[src/rtl/riscv_wb_stage.sv]
// Registered RISC-V write-back stage: selects ALU/MEM/PC/CSR result, waits for
// load data, extracts and extends the loaded lane, and flags bad loads/timeouts.
package riscv_wb_pkg;
  typedef enum logic [1:0] {
    WB_ALU = 2'd0,
    WB_MEM = 2'd1,
    WB_PC  = 2'd2,
    WB_CSR = 2'd3
  } wb_sel_t;
endpackage

module riscv_wb_stage
  import riscv_wb_pkg::*;
#(
  parameter int WORD_LENGTH = 32,
  parameter int MEM_TIMEOUT = 64,
  localparam int LANE_BITS = $clog2(WORD_LENGTH / 8)
) (
  input  logic                   clk,
  input  logic                   rst,
  input  logic                   in_valid,
  output logic                   in_ready,
  input  wb_sel_t                wb_sel,
  input  logic [4:0]             rd_addr,
  input  logic                   rd_we,
  input  logic [WORD_LENGTH-1:0] alu_out,
  input  logic [WORD_LENGTH-1:0] pc_plus4,
  input  logic [WORD_LENGTH-1:0] csr_dout,
  input  logic [2:0]             mem_funct3,
  input  logic [LANE_BITS-1:0]   mem_addr_lo,
  input  logic                   mem_rvalid,
  input  logic [WORD_LENGTH-1:0] mem_rdata,
  output logic                   rf_we,
  output logic [4:0]             rf_waddr,
  output logic [WORD_LENGTH-1:0] rf_wdata,
  output logic                   err_access,
  output logic                   err_timeout
);

  localparam int CNT_W = $clog2(MEM_TIMEOUT) + 1;
  localparam logic [CNT_W-1:0] CNT_LIMIT = CNT_W'(MEM_TIMEOUT - 1);

  typedef enum logic {IDLE, WAIT_MEM} state_t;

  state_t                 state;
  logic [CNT_W-1:0]       wait_cnt;
  logic [4:0]             cap_rd;
  logic                   cap_we;
  logic [2:0]             cap_funct3;
  logic [LANE_BITS-1:0]   cap_addr_lo;
  logic                   accept;
  logic [WORD_LENGTH-1:0] sel_data;
  logic [WORD_LENGTH-1:0] load_data;

  function automatic logic access_legal(input logic [2:0] f3, input logic [LANE_BITS-1:0] lo);
    case (f3)
      3'b000, 3'b100: access_legal = 1'b1;
      3'b001, 3'b101: access_legal = ~lo[0];
      3'b010:         access_legal = (lo[1:0] == 2'b00);
      3'b110:         access_legal = (WORD_LENGTH == 64) && (lo[1:0] == 2'b00);
      3'b011:         access_legal = (WORD_LENGTH == 64) && (lo == '0);
      default:        access_legal = 1'b0;
    endcase
  endfunction

  // Shift the addressed lane down to bit 0, then sign- or zero-fill above its width.
  function automatic logic [WORD_LENGTH-1:0] load_extract(input logic [2:0] f3,
                                                          input logic [LANE_BITS-1:0] lo,
                                                          input logic [WORD_LENGTH-1:0] data);
    logic [WORD_LENGTH-1:0] s;
    logic [WORD_LENGTH-1:0] r;
    int                     nbits;
    logic                   top;
    s = data >> {lo, 3'b000};
    case (f3[1:0])
      2'b00:   begin nbits = 8;           top = s[7];  end
      2'b01:   begin nbits = 16;          top = s[15]; end
      2'b10:   begin nbits = 32;          top = s[31]; end
      default: begin nbits = WORD_LENGTH; top = 1'b0;  end
    endcase
    for (int i = 0; i < WORD_LENGTH; i++) begin
      r[i] = (i < nbits) ? s[i] : (~f3[2] & top);
    end
    return r;
  endfunction

  assign in_ready  = (state == IDLE);
  assign accept    = in_valid && in_ready;
  assign load_data = load_extract(cap_funct3, cap_addr_lo, mem_rdata);

  always_comb begin
    sel_data = alu_out;
    case (wb_sel)
      WB_PC:   sel_data = pc_plus4;
      WB_CSR:  sel_data = csr_dout;
      default: sel_data = alu_out;
    endcase
  end

  // Write data and address only move on a real write, so they hold otherwise.
  always_ff @(posedge clk or posedge rst) begin
    if (rst) begin
      state       <= IDLE;
      wait_cnt    <= '0;
      cap_rd      <= '0;
      cap_we      <= 1'b0;
      cap_funct3  <= '0;
      cap_addr_lo <= '0;
      rf_we       <= 1'b0;
      rf_waddr    <= '0;
      rf_wdata    <= '0;
      err_access  <= 1'b0;
      err_timeout <= 1'b0;
    end else begin
      rf_we       <= 1'b0;
      err_access  <= 1'b0;
      err_timeout <= 1'b0;
      case (state)
        IDLE: begin
          if (accept) begin
            if (wb_sel != WB_MEM) begin
              if (rd_we && (rd_addr != 5'd0)) begin
                rf_we    <= 1'b1;
                rf_waddr <= rd_addr;
                rf_wdata <= sel_data;
              end
            end else if (access_legal(mem_funct3, mem_addr_lo)) begin
              cap_rd      <= rd_addr;
              cap_we      <= rd_we;
              cap_funct3  <= mem_funct3;
              cap_addr_lo <= mem_addr_lo;
              wait_cnt    <= '0;
              state       <= WAIT_MEM;
            end else begin
              err_access <= 1'b1;
            end
          end
        end
        WAIT_MEM: begin
          if (mem_rvalid) begin
            if (cap_we && (cap_rd != 5'd0)) begin
              rf_we    <= 1'b1;
              rf_waddr <= cap_rd;
              rf_wdata <= load_data;
            end
            state <= IDLE;
          end else if (wait_cnt == CNT_LIMIT) begin
            err_timeout <= 1'b1;
            state       <= IDLE;
          end else begin
            wait_cnt <= wait_cnt + 1'b1;
          end
        end
        default: state <= IDLE;
      endcase
    end
  end

endmodule

[config.mk]
export PLATFORM = sky130hd
export DESIGN_NAME = riscv_wb_stage
export DESIGN_NICKNAME = d
export VERILOG_FILES = /design/src/rtl/riscv_wb_stage.sv
export SDC_FILE = /design/constraint.sdc
export NUM_CORES = 1
export LEC_CHECK = 0
export BUFFER_PORTS_ARGS = -buffer_cell sky130_fd_sc_hd__buf_4
export CORE_ASPECT_RATIO = 0.5
export CORE_MARGIN = 5
export CORE_UTILIZATION = 45
export DETAILED_ROUTE_END_ITERATION = 7
export PLACE_DENSITY = 0.78
export SLEW_MARGIN = 10
export SYNTH_ARGS = -nofsm -noshare
export SYNTH_HDL_FRONTEND = slang
export SYNTH_SLANG_ARGS = --single-unit
[constraint.sdc]
create_clock -name clk -period 2.6 [get_ports clk]
set_input_delay 0.52 -clock clk [delete_from_list [all_inputs] [get_ports clk]]
set_output_delay 0.52 -clock clk [all_outputs]
set_load 0.005 [all_outputs]
; After elaboration in Yosys (flattened, before gate mapping)
; Index checks and enable logic that the tools add are counted.
[word_totals]
ff_bits = 59
out_inout_bits = 41
elab_cells = 158
[classes]
addsub = 1
n_lt_le_gt_ge = 32
n_eq_ne = 19
shift = 1
mux = 76
bitwise_logic = 5
reduce_logical = 13
[op_table]
columns = operator, n
row1 = 6-bit by 32-bit less-than comparator with 1-bit output (first input constant), 16
row2 = 5-bit by 32-bit less-than comparator with 1-bit output (first input constant), 8
row3 = 32-bit 2-to-1 mux, 5
row4 = 4-bit by 32-bit less-than comparator with 1-bit output (first input constant), 4
row5 = 32-bit case mux with 2 select lines, 2
row6 = 3-bit by 32-bit less-than comparator with 1-bit output (first input constant), 2
row7 = 1-bit 2-to-1 mux, 52
row8 = 7-bit 2-to-1 mux, 5
row9 = 1-bit by 32-bit less-than comparator with 1-bit output (first input constant), 1
row10 = 2-bit by 32-bit less-than comparator with 1-bit output (first input constant), 1
row11 = 32-bit by 5-bit right shift with 32-bit output, 1
row12 = 5-bit 2-to-1 mux, 5
row13 = 7-bit case mux with 2 select lines, 1
row14 = 2-bit by 1-bit inequality test with 1-bit output (second input constant), 6
row15 = 6-bit case mux with 2 select lines, 1
row16 = 5-bit case mux with 2 select lines, 1
row17 = 5-bit AND reduction, 2
row18 = 5-bit nonzero test, 2
row19 = 2-bit inequality test (second input constant), 4
row20 = 7-bit by 1-bit adder with 7-bit output (second input constant), 1
row21 = 7-bit by 6-bit equality test with 1-bit output (second input constant), 1
row22 = 2-bit equality test (second input constant), 3
row23 = 3-bit equality test (second input constant), 2
row24 = 1-bit case mux with 3 select lines, 2
row25 = 11 further kinds, 19

; Depth between registers and ports, before layout
[logic_depth]
word_depth = 10
mapped_depth = 8

; Worst setup path before layout
; Ideal clock, no wire load.
[synth_path]
path_kind = register -> register
from = reg cap_funct3[0]
to = reg rf_wdata[16]
arrival_ns = 1.958
required_ns = 2.506
path_slack_ns = 0.548
stages_incl_launch_ff = 9
synth_period_minus_slack_ns = 2.052
cell_sequence = dfrtp_1 > or2_2 > buf_4 > ha_1 > or2_2 > buf_1 > o21ai_0 > a21oi_1 > a211oi_1
[synth_via]
elab_chain_cells = 7
elab_cells_between_ends = 11
[synth_lines]
columns = item, line
row1 = "start, declared", 49  ; logic [2:0] cap_funct3;
row2 = "start signal, assigned", 130  ; cap_funct3 <= mem_funct3;
row3 = 2-bit by 1-bit equality test with 1-bit output (tied with other cells), 75  ; case (f3[1:0])
row4 = 6-bit case mux with 2 select lines / 1-bit case mux with 3 select lines (equally long branches), 75
row5 = 6-bit by 32-bit less-than comparator with 1-bit output / 1-bit AND (equally long branches), 82  ; r[i] = (i < nbits) ? s[i] : (~f3[2] & top);
row6 = 1-bit 2-to-1 mux (*), 82
row7 = 32-bit 2-to-1 mux (*), 141  ; if (cap_we && (cap_rd != 5'd0)) begin
row8 = 32-bit 2-to-1 mux (*), 140  ; if (mem_rvalid) begin
row9 = 32-bit case mux with 2 select lines (*), 118  ; case (state)
row10 = "end signal, assigned", 125  ; rf_wdata <= sel_data;
row11 = "end signal, assigned", 144  ; rf_wdata <= load_data;
row12 = "end, declared", 35  ; output logic [WORD_LENGTH-1:0] rf_wdata,
; Mark *: on every way between the ends. The rest lies on a longest branch, timed or not. The select of a mux whose other input is x is not followed.
; A chain may end at the register's enable or synchronous reset.

; Worst setup path in the final report
[layout_path]
from = reg state
to = out in_ready
[layout_via]
elab_chain_cells = 1
[layout_lines]
columns = item, line
row1 = "start, declared", 45  ; state_t state;
row2 = "start signal, assigned", 103  ; state <= IDLE;
row3 = "start signal, assigned", 133  ; state <= WAIT_MEM;
row4 = "start signal, assigned", 146  ; state <= IDLE;
row5 = 1-bit NOT (no source line), n/a
row6 = "end, declared", 22  ; output logic in_ready,
; No other way between the ends.

==> flow_summary_export.csv <==
group,metric,value,unit
detailed_routing,ant_nets,0,
critical_path,arrival,1.71,ns
detailed_routing,drt_wl_total,13800,um
logic_synthesis,async_flop_share,100,%
clocking,postCtsSetupBuffers,0,
logic_synthesis,netlist_area,0.00419,mm2
logic_synthesis,yosysWarnings,0,
clocking,cts_tree,"built",
logic_synthesis,syn_area_per_cell,8.90,um2
clocking,cts_root_buf,"clkbuf_16",
status,outcome,"completed",
detailed_routing,drc,0,
place,portBuffers,185,
sta,post-route-period-util,85.9,%
place,place_congestion,0.859,
power,power.density,640,mW/mm2
floorplanning,design.core.area,0.00889,mm2
critical_path,start_kind,"flop",
detailed_routing,firstDrtPassIters,5,
critical_path,crit_family,"buffers and inverters",
sta,fin_skew,0.00455,ns
detailed_routing,drt-initial-drc-count,295,
global_routing,antenna_found_initial,0,
logic_synthesis,yosysMostFrequentCell,"mux2i_1",
sta,tightest_slew,0.851,ns
logic_synthesis,synth.largest_area_cell,"dfrtp_1",
logic_synthesis,synth_area_leaders,"dfrtp_1 35%, mux2i_1 16%, a21oi_1 7.0%",
critical_path,r2r_end,"rf_wdata[16]$_DFFE_PP0P_",
cells_and_area,layout-drive-gt1-share,36.9,%
sta,setup_tns,0,ns
logic_synthesis,synth_ff_type,"dfrtp_1",
logic_synthesis,synth_edf_count,0,
clocking,clock_path_buffers,2,
global_routing,grt_max_degree,65,
place,dp.final_hpwl,10400,um
logic_synthesis,yosys.cell_types.count,46,
critical_path,crit_buf_inv,3,
logic_synthesis,netlist_instances,471,
power,p_total,3.81,mW
run,drv_cap,0,
clocking,cts-buffers-inserted,9,
sta,rsz0062_at_grt,"no",
global_routing,grt_usage,23.6,%
logic_synthesis,ys_ff_latch,59,
critical_path,crit_type,"reg -> out",
clocking,htreeDepth,3,
global_routing,grt_overflow,0,
cells_and_area,nets,784,
detailed_routing,vias,4267,
critical_path,cp-end-kind,"output pin",
sta,final_hold_viol_count,0,
critical_path,crit_top_cell,"buf_4",
detailed_routing,avgViaCountPerCell,5.62,
clocking,cts_sinks,59,
critical_path,rr_worst_depth,6,
logic_synthesis,synth_seq_area_share,35.2,%
clocking,post_cts_resize_count,0,
clocking,ctsHoldBuffers,0,
critical_path,reg2reg_setup_slack,0.40,ns
place,dp.cells,743,
clocking,path_clk_slew,0.05,ns
logic_synthesis,synth_common_cells,"68 x mux2i_1, 59 x a21oi_1, 59 x dfrtp_1, 40 x nor2_1, 35 x nor3_1",
cells_and_area,syn_to_final_growth,41.9,%
sta,finalSetupViolCount,0,
cells_and_area,antenna_cells,0,
logic_synthesis,synthesis.nets,618,
detailed_routing,wl_per_cell,18.2,um
power,leakage,2.78,nW
sta,finalCriticalPeriod,2.23,ns
floorplanning,start_util,47.2,%
power,ir_worst_vdd,0.390,mV
critical_path,r2r-start,"cap_funct3[0]$_DFFE_PP0P_",
sta,maxSlewViolCount,0,
logic_synthesis,synth_top_area_share,35.2,%
critical_path,crit_fanout,58,
clocking,clk_latency,0.33,ns
global_routing,grt_pass1_wl,22100,um
floorplanning,ios,186,
critical_path,cpPeakStageDelay,0.50,ns
critical_path,crit_required,2.08,ns
floorplanning,rows,24,
critical_path,crit_chain,"buf_4 -> inv_1 -> buf_4",
floorplanning,die_h,78.3,um
sta,relSlewSlack,43.2,%
floorplanning,dieArea,0.0115,mm2
critical_path,cp_slowest_cell,"dfrtp_2",
global_routing,grt_pass1_vias,4290,
cells_and_area,layoutNonFillerInstCount,759,
sta,clock.fmax,448,MHz
hold_path,hold_path_class,"in -> async",
floorplanning,die_x,147,um
## state kept, by name (all words and copies together), names as in the netlist
name,cells
cap_addr_lo,2
cap_funct3,3
cap_rd,5
cap_we,1
err_access,1
err_timeout,1
rf_waddr,5
rf_wdata,32
rf_we,1
state,1
wait_cnt,7
## per-stage QoR
| stage | setup slack, ns | cell area [um2] | hold WS, ns | utilization (%) |
|---|---|---|---|---|
| floorplan | 0.548 | 4190 | 0.492 | - |
| global placement | 0.461 | 5640 | 0.484 | 63.4 |
| detailed placement | 0.397 | 5640 | 0.490 | 63.4 |
| CTS | 0.340 | 5950 | 0.244 | 66.9 |
| global route | 0.263 | 5950 | 0.282 | 66.9 |
| finish | 0.366 | 5950 | 0.233 | 66.9 |
## routing by layer
layer  wire [um]  global-route usage [%]  vias to the layer above
met2        6820                    39.4                      147
met1        6060                    31.9                     2021
met3         679                    4.32                       21
met5           0                       0                        -
li1            -                       -                     2078
met4         235                    6.75                        0
## report_power, final
| part | internal (mW) | switching (mW) | total (mW) | leakage [nW] |
|---|---|---|---|---|
| combinational | 0.679 | 0.621 | 1.30 | 1.91 |
| sequential | 1.12 | 0.152 | 1.27 | 0.714 |
| clock | 0.816 | 0.423 | 1.24 | 0.155 |
| total | 2.61 | 1.20 | 3.81 | 2.78 |
## cell type report
class                           count  area (um2)
Fill cell                         758        2940
Sequential cell                    59        1480
Inverter                           13        48.8
Clock buffer                       12         267
Timing Repair Buffer              197        1520
Tap cell                          117         146
Clock inverter                      4        47.5
Multi-Input combinational cell    357        2450
## cell usage in the layout (no fill, tap or decap), types with 4 or more instances in the layout
| master | n |
|---|---|
| buf_4 | 194 |
| a21oi_1 | 59 |
| mux2i_1 | 68 |
| clkbuf_16 | 9 |
| nor3_1 | 35 |
| nor2_1 | 40 |
| o31ai_1 | 9 |
| a211oi_1 | 23 |
| dfrtp_1 | 58 |
| o2bb2ai_1 | 8 |
| o21ai_0 | 32 |
| mux2_2 | 11 |
| inv_1 | 12 |
| and2_1 | 4 |
| nand3_1 | 24 |
## worst max-delay path by stage
stage	startpoint	to	depth (start not counted)	slack, ns
finish	state$_DFF_PP0_	in_ready	3	0.37
global route	state$_DFF_PP0_	in_ready	3	0.26
CTS	state$_DFF_PP0_	in_ready	3	0.34
detailed placement	rd_addr[1]	rf_wdata[10]$_DFFE_PP0P_	5	0.40
global placement	rd_addr[1]	rf_wdata[2]$_DFFE_PP0P_	5	0.46
floorplan	cap_funct3[0]$_DFFE_PP0P_	rf_wdata[16]$_DFFE_PP0P_	8	0.55
## logic make-up after synthesis
kind of cell / after synthesis / share of synthesized area, %
buffers and inverters: 55 / 6.44
adder cells (fa/ha/maj): 2 / 0.597
AND/OR/NAND/NOR: 126 / 15.1
AO/OA/AOI/OAI: 146 / 22.3
multiplexers: 80 / 19.7
XOR/XNOR: 3 / 0.627
flip-flops: 59 / 35.2
Note: power is estimated with default switching activity, not from simulation.
